[config.mk]
export PLATFORM = sky130hd
export DESIGN_NAME = traffic_phase_ctrl
export DESIGN_NICKNAME = d
export VERILOG_FILES = /design/src/rtl/traffic_pkg.sv /design/src/rtl/traffic_phase_ctrl_phase_timer.sv /design/src/rtl/traffic_phase_ctrl.sv
export SDC_FILE = /design/constraint.sdc
export NUM_CORES = 1
export LEC_CHECK = 0
export CORE_ASPECT_RATIO = 1.75
export CORE_MARGIN = 2
export CORE_UTILIZATION = 55
export CTS_CLUSTER_DIAMETER = 150
export DETAILED_ROUTE_END_ITERATION = 8
export MAX_ROUTING_LAYER = met4
export PLACE_DENSITY = 0.84
export SYNTH_ARGS = -nofsm -noshare
export SYNTH_HDL_FRONTEND = slang
export SYNTH_HIERARCHICAL = 1
export SYNTH_SLANG_ARGS = --single-unit
export TNS_END_PERCENT = 5
[constraint.sdc]
create_clock -name clk -period 7.4 [get_ports clk]
set_input_delay 1.48 -clock clk [delete_from_list [all_inputs] [get_ports clk]]
set_output_delay 1.48 -clock clk [all_outputs]
set_load 0.05 [all_outputs]
[src/rtl/traffic_pkg.sv]
// Shared types and lamp encodings for the multi-approach traffic phase controller.
package traffic_pkg;

  typedef enum logic [1:0] {
    ST_GREEN  = 2'd0,
    ST_YELLOW = 2'd1,
    ST_ALLRED = 2'd2,
    ST_FLASH  = 2'd3
  } state_e;

  localparam logic [2:0] LAMP_RED = 3'b100;
  localparam logic [2:0] LAMP_YEL = 3'b010;
  localparam logic [2:0] LAMP_GRN = 3'b001;
  localparam logic [2:0] LAMP_OFF = 3'b000;

endpackage

[src/rtl/traffic_phase_ctrl_phase_timer.sv]
// Phase duration timer: counts enabled cycles from 0 and flags the last cycle of a phase.
module phase_timer #(
  parameter int CNT_W = 8
) (
  input  logic             clk_i,
  input  logic             rst_i,
  input  logic             en_i,
  input  logic             load_i,
  input  logic [CNT_W-1:0] dur_i,
  output logic             done_o
);

  logic [CNT_W-1:0] cnt_q, cnt_d;
  logic [CNT_W-1:0] dur_q, dur_d;
  logic [CNT_W-1:0] dur_eff_s;

  // A zero duration still occupies one cycle.
  always_comb begin
    dur_eff_s = (dur_i == {CNT_W{1'b0}}) ? CNT_W'(1) : dur_i;
  end

  always_comb begin
    cnt_d = cnt_q;
    dur_d = dur_q;
    if (load_i) begin
      cnt_d = {CNT_W{1'b0}};
      dur_d = dur_eff_s;
    end else if (en_i) begin
      cnt_d = cnt_q + CNT_W'(1);
    end else begin
      cnt_d = cnt_q;
    end
  end

  always_ff @(posedge clk_i) begin
    if (!rst_i) begin
      cnt_q <= {CNT_W{1'b0}};
      dur_q <= dur_eff_s;
    end else begin
      cnt_q <= cnt_d;
      dur_q <= dur_d;
    end
  end

  assign done_o = (cnt_q == (dur_q - CNT_W'(1)));

endmodule

[src/rtl/traffic_phase_ctrl.sv]
// Multi-approach traffic phase controller: rotating green/yellow/all-red right-of-way,
// latched pedestrian walk requests, enable freeze and blinking-yellow flash mode.
module traffic_phase_ctrl
  import traffic_pkg::*;
#(
  parameter int NUM_DIR    = 2,
  parameter int CNT_W      = 8,
  parameter int FLASH_HALF = 4
) (
  input  logic                       clk,
  input  logic                       rst,
  input  logic                       en,
  input  logic [CNT_W-1:0]           green_time,
  input  logic [CNT_W-1:0]           yellow_time,
  input  logic [CNT_W-1:0]           allred_time,
  input  logic [NUM_DIR-1:0]         ped_req,
  input  logic                       flash,
  output logic [3*NUM_DIR-1:0]       led,
  output logic [$clog2(NUM_DIR)-1:0] phase_idx,
  output logic [NUM_DIR-1:0]         ped_walk
);

  localparam int IDX_W = $clog2(NUM_DIR);
  localparam int BLK_W = $clog2(FLASH_HALF + 1);

  state_e             state_q, state_d;
  logic [IDX_W-1:0]   cur_q, cur_d, next_cur_s;
  logic [NUM_DIR-1:0] pend_q, pend_d;
  logic               walk_q, walk_d;
  logic               restart_q, restart_d;
  logic [BLK_W-1:0]   blink_cnt_q, blink_cnt_d;
  logic               blink_on_q, blink_on_d;
  logic               tmr_load_s, tmr_done_s;
  logic [CNT_W-1:0]   tmr_dur_s;

  // While reset is held the timer captures the green duration for the first phase.
  phase_timer #(.CNT_W(CNT_W)) u_timer (
    .clk_i  (clk),
    .rst_i  (rst),
    .en_i   (en),
    .load_i (tmr_load_s),
    .dur_i  (rst ? tmr_dur_s : green_time),
    .done_o (tmr_done_s)
  );

  // After leaving flash the rotation restarts at approach 0.
  always_comb begin
    if (restart_q || (cur_q == IDX_W'(NUM_DIR - 1))) begin
      next_cur_s = {IDX_W{1'b0}};
    end else begin
      next_cur_s = cur_q + IDX_W'(1);
    end
  end

  always_comb begin
    state_d     = state_q;
    cur_d       = cur_q;
    pend_d      = pend_q | ped_req;
    walk_d      = walk_q;
    restart_d   = restart_q;
    blink_cnt_d = blink_cnt_q;
    blink_on_d  = blink_on_q;
    tmr_load_s  = 1'b0;
    tmr_dur_s   = green_time;
    if (flash) begin
      state_d = ST_FLASH;
      if (state_q != ST_FLASH) begin
        blink_cnt_d = {BLK_W{1'b0}};
        blink_on_d  = 1'b1;
      end else if (blink_cnt_q == BLK_W'(FLASH_HALF - 1)) begin
        blink_cnt_d = {BLK_W{1'b0}};
        blink_on_d  = ~blink_on_q;
      end else begin
        blink_cnt_d = blink_cnt_q + BLK_W'(1);
      end
    end else if (state_q == ST_FLASH) begin
      state_d    = ST_ALLRED;
      tmr_load_s = 1'b1;
      tmr_dur_s  = allred_time;
      restart_d  = 1'b1;
    end else if (en && tmr_done_s) begin
      tmr_load_s = 1'b1;
      case (state_q)
        ST_GREEN: begin
          state_d   = ST_YELLOW;
          tmr_dur_s = yellow_time;
        end
        ST_YELLOW: begin
          state_d   = ST_ALLRED;
          tmr_dur_s = allred_time;
        end
        ST_ALLRED: begin
          // A request arriving on the entry edge is served by this green.
          state_d        = ST_GREEN;
          tmr_dur_s      = green_time;
          cur_d          = next_cur_s;
          restart_d      = 1'b0;
          walk_d         = pend_d[next_cur_s];
          pend_d[next_cur_s] = 1'b0;
        end
        default: begin
          state_d   = ST_GREEN;
          tmr_dur_s = green_time;
        end
      endcase
    end else begin
      state_d = state_q;
    end
  end

  always_ff @(posedge clk) begin
    if (!rst) begin
      state_q     <= ST_GREEN;
      cur_q       <= {IDX_W{1'b0}};
      pend_q      <= {NUM_DIR{1'b0}};
      walk_q      <= 1'b0;
      restart_q   <= 1'b0;
      blink_cnt_q <= {BLK_W{1'b0}};
      blink_on_q  <= 1'b0;
    end else begin
      state_q     <= state_d;
      cur_q       <= cur_d;
      pend_q      <= pend_d;
      walk_q      <= walk_d;
      restart_q   <= restart_d;
      blink_cnt_q <= blink_cnt_d;
      blink_on_q  <= blink_on_d;
    end
  end

  always_comb begin
    led      = {(3*NUM_DIR){1'b0}};
    ped_walk = {NUM_DIR{1'b0}};
    for (int i = 0; i < NUM_DIR; i++) begin
      case (state_q)
        ST_GREEN:  led[3*i +: 3] = (cur_q == IDX_W'(i)) ? LAMP_GRN : LAMP_RED;
        ST_YELLOW: led[3*i +: 3] = (cur_q == IDX_W'(i)) ? LAMP_YEL : LAMP_RED;
        ST_ALLRED: led[3*i +: 3] = LAMP_RED;
        ST_FLASH:  led[3*i +: 3] = blink_on_q ? LAMP_YEL : LAMP_OFF;
        default:   led[3*i +: 3] = LAMP_RED;
      endcase
    end
    if ((state_q == ST_GREEN) && walk_q) begin
      ped_walk[cur_q] = 1'b1;
    end else begin
      ped_walk = {NUM_DIR{1'b0}};
    end
  end

  assign phase_idx = cur_q;

endmodule

[Word-level counts from Yosys, hierarchy flattened]
Cells that the tools add are included.
Word-level totals
  word-level logic and storage cells: 87
  bits in read-only memories: 0
  memory bits (writable): 0
  memories kept: 0
  input port bits: 30
  output and inout bits: 9
  register bits after elaboration: 27
  latch bits: 0
Cells by class
  reduce and logical (&&, ||, !) cells: 15
  divide/modulo/power cells: 0
  equal/unequal tests: 7
  bitwise logic cells: 7
  $add $sub $neg: 4
  order comparisons: 4
  shifts and indexed selects: 0
  muxes and demuxes: 41
  $mul: 0
Operators by type and width (number)
  $mux 8: 7
  $pmux 3 s4: 2
  $mux 2: 9
  $mux 3: 6
  $pmux 8 s2: 1
  $mux 1: 13
  $add 8x1->8 const B: 1
  $eq 8x8->1: 1
  $logic_not 8->1: 1
  $sub 8x1->8 const B: 1
  $reduce_bool 2->1: 3
  $eq 2x2->1 const B: 2
  $logic_and 1x1->1: 4
  $lt 1x2->1 const B: 2
  $not 1->1: 4
  $pmux 2 s2: 1
  $reduce_and 4->1: 1
  $add 3x1->3 const B: 1
  $eq 3x2->1 const B: 1
  $reduce_and 3->1: 1
  $reduce_bool 3->1: 1
  $and 2x2->2: 1
  $demux 1 s1: 2
  $eq 2x1->1 const B: 1
  other kinds (10): 11

[Longest topological paths before layout]
Gate-level depths: netlist of the first run.
  word-level depth: 12
  gate-level depth with buffers: 14
  depth with buffers taken out: 13

[Cells and area by module]
The synthesis of the first run kept the hierarchy.
By module, submodules not included
  traffic_phase_ctrl: instances 1, sequential area each 220.2 µm², cells each 131, area an instance 992.2 µm²
  phase_timer: instances 1, sequential area each 400.4 µm², cells each 93, area an instance 889.6 µm²

[Worst setup path before layout of the first run]
No wires, ideal clock.
  path type: register to output
  from: reg cur_q, in the netlist phase_idx
  to: out ped_walk[1]
  stages on the path, launching flop included: 3
  arrival time: 2.415 ns
  path slack: 3.505 ns
  data required time: 5.920 ns
  path buffers: 1
  cell sequence: dfxtp_1 > clkbuf_1 > nor4bb_1
Between the ends
  word-level cells in the longest chain between the ends: 5
  elaborated cells on any way between the ends: 6
  those cells by class: order compare: 2; mux: 3; reduce/logical: 1
Ends and longest elaborated chain
  start, declared: line traffic_phase_ctrl.sv:27  | logic [IDX_W-1:0] cur_q, cur_d, next_cur_s;
  start signal, assigned: line traffic_phase_ctrl.sv:114  | cur_q <= {IDX_W{1'b0}};
  start signal, assigned: line traffic_phase_ctrl.sv:122  | cur_q <= cur_d;
  $lt 1x2->1 (implied by the code) / $ge 1x1->1 (equally long branches): line traffic_phase_ctrl.sv:144  | ped_walk[cur_q] = 1'b1;
  $logic_and 1x1->1 (implied by the code): line traffic_phase_ctrl.sv:144
  $mux 1 (implied by the code): line traffic_phase_ctrl.sv:144
  $demux 1 s1 (*): line traffic_phase_ctrl.sv:144
  $mux 2 (*): line traffic_phase_ctrl.sv:143  | if ((state_q == ST_GREEN) && walk_q) begin
  end, declared: line traffic_phase_ctrl.sv:20  | output logic [NUM_DIR-1:0] ped_walk
Every way passes the cells marked *; elsewhere a longest branch is shown, timed or not.

[Final worst setup path of the first run]
  from: reg state_q[1]
  to: out led[2]
Between the ends
  word-level cells in the longest chain between the ends: 2
  elaborated cells on any way between the ends: 5
  those cells by class: eq/ne: 3; mux: 1; reduce/logical: 1
Ends and longest elaborated chain
  start, declared: line traffic_phase_ctrl.sv:26  | state_e state_q, state_d;
  start signal, assigned: line traffic_phase_ctrl.sv:121  | state_q <= state_d;
  $eq 2x2->1, or another cell as far along: line traffic_phase_ctrl.sv:135  | case (state_q)
  $pmux 3 s4 (*): line traffic_phase_ctrl.sv:135
  end, declared: line traffic_phase_ctrl.sv:18  | output logic [3*NUM_DIR-1:0] led,
Marks and branches as above.

==> flow_summary.ini, run 1 <==
[outcome]
status = completed

[clock_tree]
clk_path_buf_depth = 2
clk_latency_ns = 0.28
cts_hold_buf = 0
cts_resized = 0
root_buffer = clkbuf_8
cts_tree = done
htreeDepth = 1
clk_pin_slew_ns = 0.10
post_cts.repair.setup_buffers = 0
cts.sinks = 27
numCtsBuffers = 3

[global_route]
grt_max_degree = 26
antenna_found_initial = 0
grt_pass1_wl_microns = 7534
overflow = 0
track_usage = 0.2716
first_global_vias = 1756

[final_layout]
drive_gt1_frac = 0.06967
syn_to_final_growth_pct = 20.41
fin_nets = 278
n_fill_cell = 282
n_antenna_cell = 0
stdcell_area_sq_um = 2266

[detailed_routing]
via_count = 1735
vias_per_cell = 6.003
avgRoutedWirePerCell_microns = 15.62
drt_iter0_markers = 23
postRouteAntennaNets = 0
dr.pass1.iters = 4
drc = 0
routed_wl_microns = 4515

[die]
die_y_microns = 81.38
rows = 28
die_w_microns = 48.22
start_util = 0.5654
io_pins = 39
dieArea_sq_um = 3924
core-area_sq_um = 3328

[worst_setup_path]
cpPeakStageDelay_ns = 0.82
timing.rr.start = u_timer/dur_q[0]$_SDFFCE_PN1P_
r2r_slack_ns = 3.52
critPathKind = flop to primary output
slowest_stage = dfxtp_1
cp-end-kind = primary output
arrival_ns = 2.50
critPathLaunch = state_q[1]$_SDFFE_PN0P_
ff2ff_path_depth = 12
cp_num_buf_inv = 1
cp_cell_sequence = and2_1 -> nor2_1 -> clkdlybuf4s50_1
critPathLaunchType = flop
crit_family = flip-flops
r2r_end = u_timer/dur_q[0]$_SDFFCE_PN1P_
path_max_fanout = 22
worst_ep_required_time_ns = 5.92

[min_path]
hp-class = flop to flop
hold_start = blink_cnt_q[1]$_SDFFE_PN0P_
holdPathStages = 2
hold_end = blink_cnt_q[1]$_SDFFE_PN0P_

[yosys]
synth.distinct_cells = 44
synthTopCellsByArea = dfxtp_1 20%, edfxtp_1 13%, a221oi_2 6.4%
syn_inst = 224
netlist_area_sq_um = 1882
seq_area_frac_synth = 0.3298
synth.avg_cell_area_sq_um = 8.401
synth_top_cell_by_area = dfxtp_1
ys_warn_count = 6
synth_largest_type_area_fraction = 0.2021
synth_nets = 257
synth-seq-cells = 27

[sta]
maxSlewViolCount = 0
rsz0062_at_grt = false
setup_ws_ns = 3.421
fmax_mhz = 251.3
tightest_slew_ns = 1.242
period_minus_slack_ns = 3.979
clock_skew_ns = 0.01266
relSlewSlack = 0.1604
fin_crit_sh = 0.5377
setup_viol = 0
setup_tns_ns = 0
hold_violations = 0

[pwr]
ir_worst_vdd_uv = 156.5
p_per_area_nw_per_um2 = 149.8
p_leak_nw = 0.7896

[placement]
place_hpwl_microns = 3479
dp_worst_setup_slack_ns = 3.233
place_area_sq_um = 2218
io_buffer_count = 38
gp_congestion = 0.7508

[flow_run]
maxCapViolations = 0
flip-flops by register name, summed over array words and instances (netlist names):
register	count
blink_on_q	1
pend_q	2
u_timer/dur_q	8
restart_q	1
blink_cnt_q	3
u_timer/cnt_q	8
state_q	2
phase_idx	1
walk_q	1
per-stage QoR:
stage / cells / util / total power, mW / hold slack, ns
final: 289 / 0.6808 / 0.3394 / 0.4714
after detailed placement: 285 / 0.6665 / 0.2547 / 0.4585
after global placement: 285 / 0.6665 / 0.2524 / 0.4478
after global routing: 289 / 0.6808 / 0.3570 / 0.5098
after CTS: 289 / 0.6808 / 0.3412 / 0.4745
after floorplan: 224 / - / 0.2257 / 0.4352
where the power goes:
group,switching [mW],internal (mW),total (mW)
combinational,0.0415,0.0400,0.0815
clock,0.0494,0.0387,0.0880
sequential,0.00925,0.161,0.170
area by class of cell:
| cell class | instances | area (sq um) | share of cell area |
|---|---|---|---|
| clock inverters | 1 | 6.256 | 0.002761 |
| well taps | 45 | 56.30 | 0.02485 |
| inverters | 6 | 22.52 | 0.009939 |
| multi-input cells | 168 | 1131 | 0.4992 |
| repair buffers | 39 | 387.9 | 0.1712 |
| clock buffers | 3 | 41.29 | 0.01822 |
| flip-flops and latches | 27 | 620.6 | 0.2739 |
worst register-to-register path, delay by kind of cell (launching register included):
kind,cells,cell delay (ns)
buf+inv,1,0.07
fa+ha+maj,1,0.28
flops,1,0.45
simple gates,4,1.57
compound gates,6,1.27
cells by family after synthesis:
group	share of synthesized area
adder cells (fa/ha/maj)	0.01995
multiplexers	0.01064
flip-flops	0.3298
AO/OA/AOI/OAI	0.2666
AND/OR/NAND/NOR	0.2221
XOR/XNOR	0.07846
buffers and inverters	0.07247
layer usage:
metal / up-vias / global-route usage / part of all wire
met4: 0 / 0.1405 / 0.031
met3: 12 / 0.02222 / 0.027
li1: 848 / - / -
met5: - / - / 0
met2: 48 / 0.4868 / 0.59
met1: 827 / 0.2677 / 0.36
cell usage after synthesis (all sizes together):
master	number
nor2	31
dfxtp	19
a21oi	16
nand2	14
buf	12
clkbuf	11
o21a	10
o21ai	10
xor2	9
a221oi	8
edfxtp	8
o31a	8
xnor2	7
inv	6
a21boi	5
nand4	5
nor3	5
nor4	5
nor2b	4
ha	3
nand2b	3
a31oi	2
and2	2
and3	2
mux2i	2
nand3b	2
nor4b	2
nor4bb	2
or3	2
a211oi	1
a21o	1
a32o	1
a32oi	1
a41oi	1
nand3	1
nand4b	1
o311ai	1
or2b	1
worst max path at each step:
stage / slack [ns] / cells past startpoint / end
6_report: 3.42 / 3 / led[2]
5_1_grt: 3.20 / 12 / u_timer/dur_q[0]$_SDFFCE_PN1P_
4_1_cts: 3.42 / 3 / led[2]
3_5_place_dp: 3.23 / 7 / u_timer/dur_q[0]$_SDFFCE_PN1P_
3_3_place_gp: 3.29 / 7 / u_timer/dur_q[0]$_SDFFCE_PN1P_
2_1_floorplan: 3.51 / 2 / ped_walk[1]
cell usage in the layout, fill, tap and decap left out, types with 6 or more instances in the layout:
cell type / synthesis / final
clkdlybuf4s50_1: 0 / 38
nor2_1: 31 / 31
dfxtp_1: 19 / 19
a21oi_1: 16 / 16
nand2_1: 14 / 14
o21a_1: 10 / 10
a221oi_2: 8 / 8
o31a_1: 8 / 8
xor2_1: 8 / 8
edfxtp_1: 8 / 8
xnor2_1: 7 / 7
inv_1: 6 / 6
o21ai_0: 6 / 6
(Power assumes the default switching activity.)
==> run 2, diff against run 1 <==
--- a/config.mk
+++ b/config.mk
@@ -7,11 +7,11 @@
 export LEC_CHECK = 0
 export CORE_ASPECT_RATIO = 1.75
 export CORE_MARGIN = 2
-export CORE_UTILIZATION = 55
+export CORE_UTILIZATION = 46
 export CTS_CLUSTER_DIAMETER = 150
 export DETAILED_ROUTE_END_ITERATION = 8
 export MAX_ROUTING_LAYER = met4
-export PLACE_DENSITY = 0.84
+export PLACE_DENSITY = 0.75
 export SYNTH_ARGS = -nofsm -noshare
 export SYNTH_HDL_FRONTEND = slang
 export SYNTH_HIERARCHICAL = 1
==> constraint.sdc (replaced) <==
create_clock -name clk -period 3.4 [get_ports clk]
set_input_delay 0.68 -clock clk [delete_from_list [all_inputs] [get_ports clk]]
set_output_delay 0.68 -clock clk [all_outputs]
set_load 0.05 [all_outputs]
==> run 2 against run 1 <==
Effect of this change: clock power rose by 130%; worst hold slack got worse by 0.0052 ns; clock skew rose by 0.0019 ns; first-iteration DRC count rose by 22%; total power rose by 120%; sequential share of layout area fell by 0.86 points; critical path depth rose by 10; sequential power rose by 120%; non-clock buffer count rose by 9; die area rose by 18%; largest cell class unchanged; largest power group unchanged.
==> flow_summary.ini, run 2 (synthesis results as in run 1) <==
[outcome]
status = completed

[sta]
setup_viol = 0
hold_violations = 0
maxSlewViolCount = 0
rsz0062_at_grt = false
setup_tns_ns = 0
clock_skew_ns = 0.01460
tightest_slew_ns = 0.6231
period_minus_slack_ns = 3.093
fin_crit_sh = 0.9096
fmax_mhz = 323.4
relSlewSlack = 0.5837

[clock_tree]
cts_hold_buf = 0
cts_resized = 0
cts.sinks = 27
cts_tree = done
clk_pin_slew_ns = 0.11
post_cts.repair.setup_buffers = 0
htreeDepth = 1
clk_path_buf_depth = 2
clk_latency_ns = 0.29
root_buffer = clkbuf_8
numCtsBuffers = 3

[placement]
dpl.cell_count = 297
io_buffer_count = 38
gp_congestion = 0.8504
place_area_sq_um = 2290
place_hpwl_microns = 3782

[final_layout]
n_antenna_cell = 0
drive_gt1_frac = 0.1028
fin_cells = 301
layout_commonest_cell = clkdlybuf4s50_1
stdcell_area_sq_um = 2340
syn_to_final_growth_pct = 24.33
multi_input_area_sq_um = 1131
mostFrequentLayoutCells = 38 x clkdlybuf4s50_1, 31 x nor2_1, 19 x dfxtp_1
seqCellArea_sq_um = 620.6
n_fill_cell = 370
fin_nets = 287
reg_top3 = u_timer/cnt_q x8, u_timer/dur_q x8, blink_cnt_q x3

[global_route]
track_usage = 0.2262
grt_pass1_wl_microns = 7686
overflow = 0
antenna_found_initial = 0
first_global_vias = 1774
grt_max_degree = 18

[die]
rows = 30
die_y_microns = 88.61
io_pins = 39
dieArea_sq_um = 4639
start_util = 0.4821
core-area_sq_um = 3904
die_w_microns = 52.35

[detailed_routing]
top_layer = met4
drt_iter0_markers = 28
routed_wl_microns = 4688
vias_per_cell = 5.801
via_count = 1746
drt-met1-wl_microns = 1699
met2_length_microns = 2714
drc = 0
dr_wl_met3_microns = 122
avgRoutedWirePerCell_microns = 15.57
dr.pass1.iters = 4
postRouteAntennaNets = 0

[worst_setup_path]
r2r_slack_ns = 0.31
critPathKind = flop to flop
slowest_stage = edfxtp_1
worst_ep_required_time_ns = 3.55
cp_cell_sequence = inv_1 -> ha_1 -> nor4_1 -> a32o_1 -> nand3b_1 -> a211oi_2 -> nand2_1 -> buf_4 -> a221oi_2 -> nor2_1 -> o31a_1 -> nor4_1 -> a21o_1
cpPeakStageDelay_ns = 0.43
arrival_ns = 3.24
crit_path_frequent_cell = nor4_1
critPathLaunchType = flop
path_max_fanout = 11
r2r_end = u_timer/dur_q[0]$_SDFFCE_PN1P_
cp-end-kind = flop
timing.rr.start = u_timer/dur_q[0]$_SDFFCE_PN1P_
ff2ff_path_depth = 13

[pwr]
p_per_area_nw_per_um2 = 322.2
p_leak_nw = 0.8339
ir_worst_vdd_uv = 347.3

[min_path]
holdPathStages = 2
hp-class = flop to flop
hold_end = blink_on_q$_SDFFE_PN0P_
hold_start = blink_on_q$_SDFFE_PN0P_

[flow_run]
maxCapViolations = 0
-- run 2: layout make-up --
| class | instances | area share |
|---|---|---|
| Clock buffer | 3 | 0.01765 |
| Multi-Input combinational cell | 168 | 0.4834 |
| Tap cell | 48 | 0.02567 |
| Sequential cell | 27 | 0.2652 |
| Clock inverter | 1 | 0.003743 |
| Timing Repair Buffer | 48 | 0.1947 |
| Inverter | 6 | 0.009626 |
-- run 2: through the flow --
step | power [mW] | worst slack (ns) | hold slack, ns | util
5_1_grt | 0.7864 | 0.07711 | 0.4980 | 0.5994
3_5_place_dp | 0.5624 | 0.3491 | 0.4535 | 0.5865
3_3_place_gp | 0.5596 | 0.4262 | 0.4447 | 0.5865
2_1_floorplan | 0.4913 | 0.3052 | 0.4352 | -
6_report | 0.7538 | 0.3075 | 0.4663 | 0.5994
4_1_cts | 0.7576 | 0.3142 | 0.4700 | 0.5994
-- run 2: worst max path at each step --
| stage | depth (start not counted) | start | endpoint |
|---|---|---|---|
| after global placement | 13 | u_timer/dur_q[0]$_SDFFCE_PN1P_ | u_timer/dur_q[0]$_SDFFCE_PN1P_ |
| after floorplan | 2 | phase_idx$_SDFFE_PN0P_ | ped_walk[1] |
| after global routing | 14 | u_timer/dur_q[0]$_SDFFCE_PN1P_ | u_timer/dur_q[0]$_SDFFCE_PN1P_ |
| final | 13 | u_timer/dur_q[0]$_SDFFCE_PN1P_ | u_timer/dur_q[0]$_SDFFCE_PN1P_ |
| after detailed placement | 13 | u_timer/dur_q[0]$_SDFFCE_PN1P_ | u_timer/dur_q[0]$_SDFFCE_PN1P_ |
| after CTS | 13 | u_timer/dur_q[0]$_SDFFCE_PN1P_ | u_timer/dur_q[0]$_SDFFCE_PN1P_ |
-- run 2: metal layers --
metal  vias up  global-route usage
li1        858                   -
met1       834              0.2124
met2        40              0.4330
met3        14             0.02703
met4         0              0.1072
met5         -                   -
-- run 2: critical path, delay by kind of cell, from the launching register on --
kind	cells	cell delay (ns)
compound gates	5	1.19
simple gates	5	0.78
flops	1	0.43
buf+inv	2	0.28
fa+ha+maj	1	0.28
-- run 2: report_power, final --
part	internal, mW	switching (mW)
Clock	0.0863	0.112
Sequential	0.350	0.0195
Combinational	0.0927	0.0942
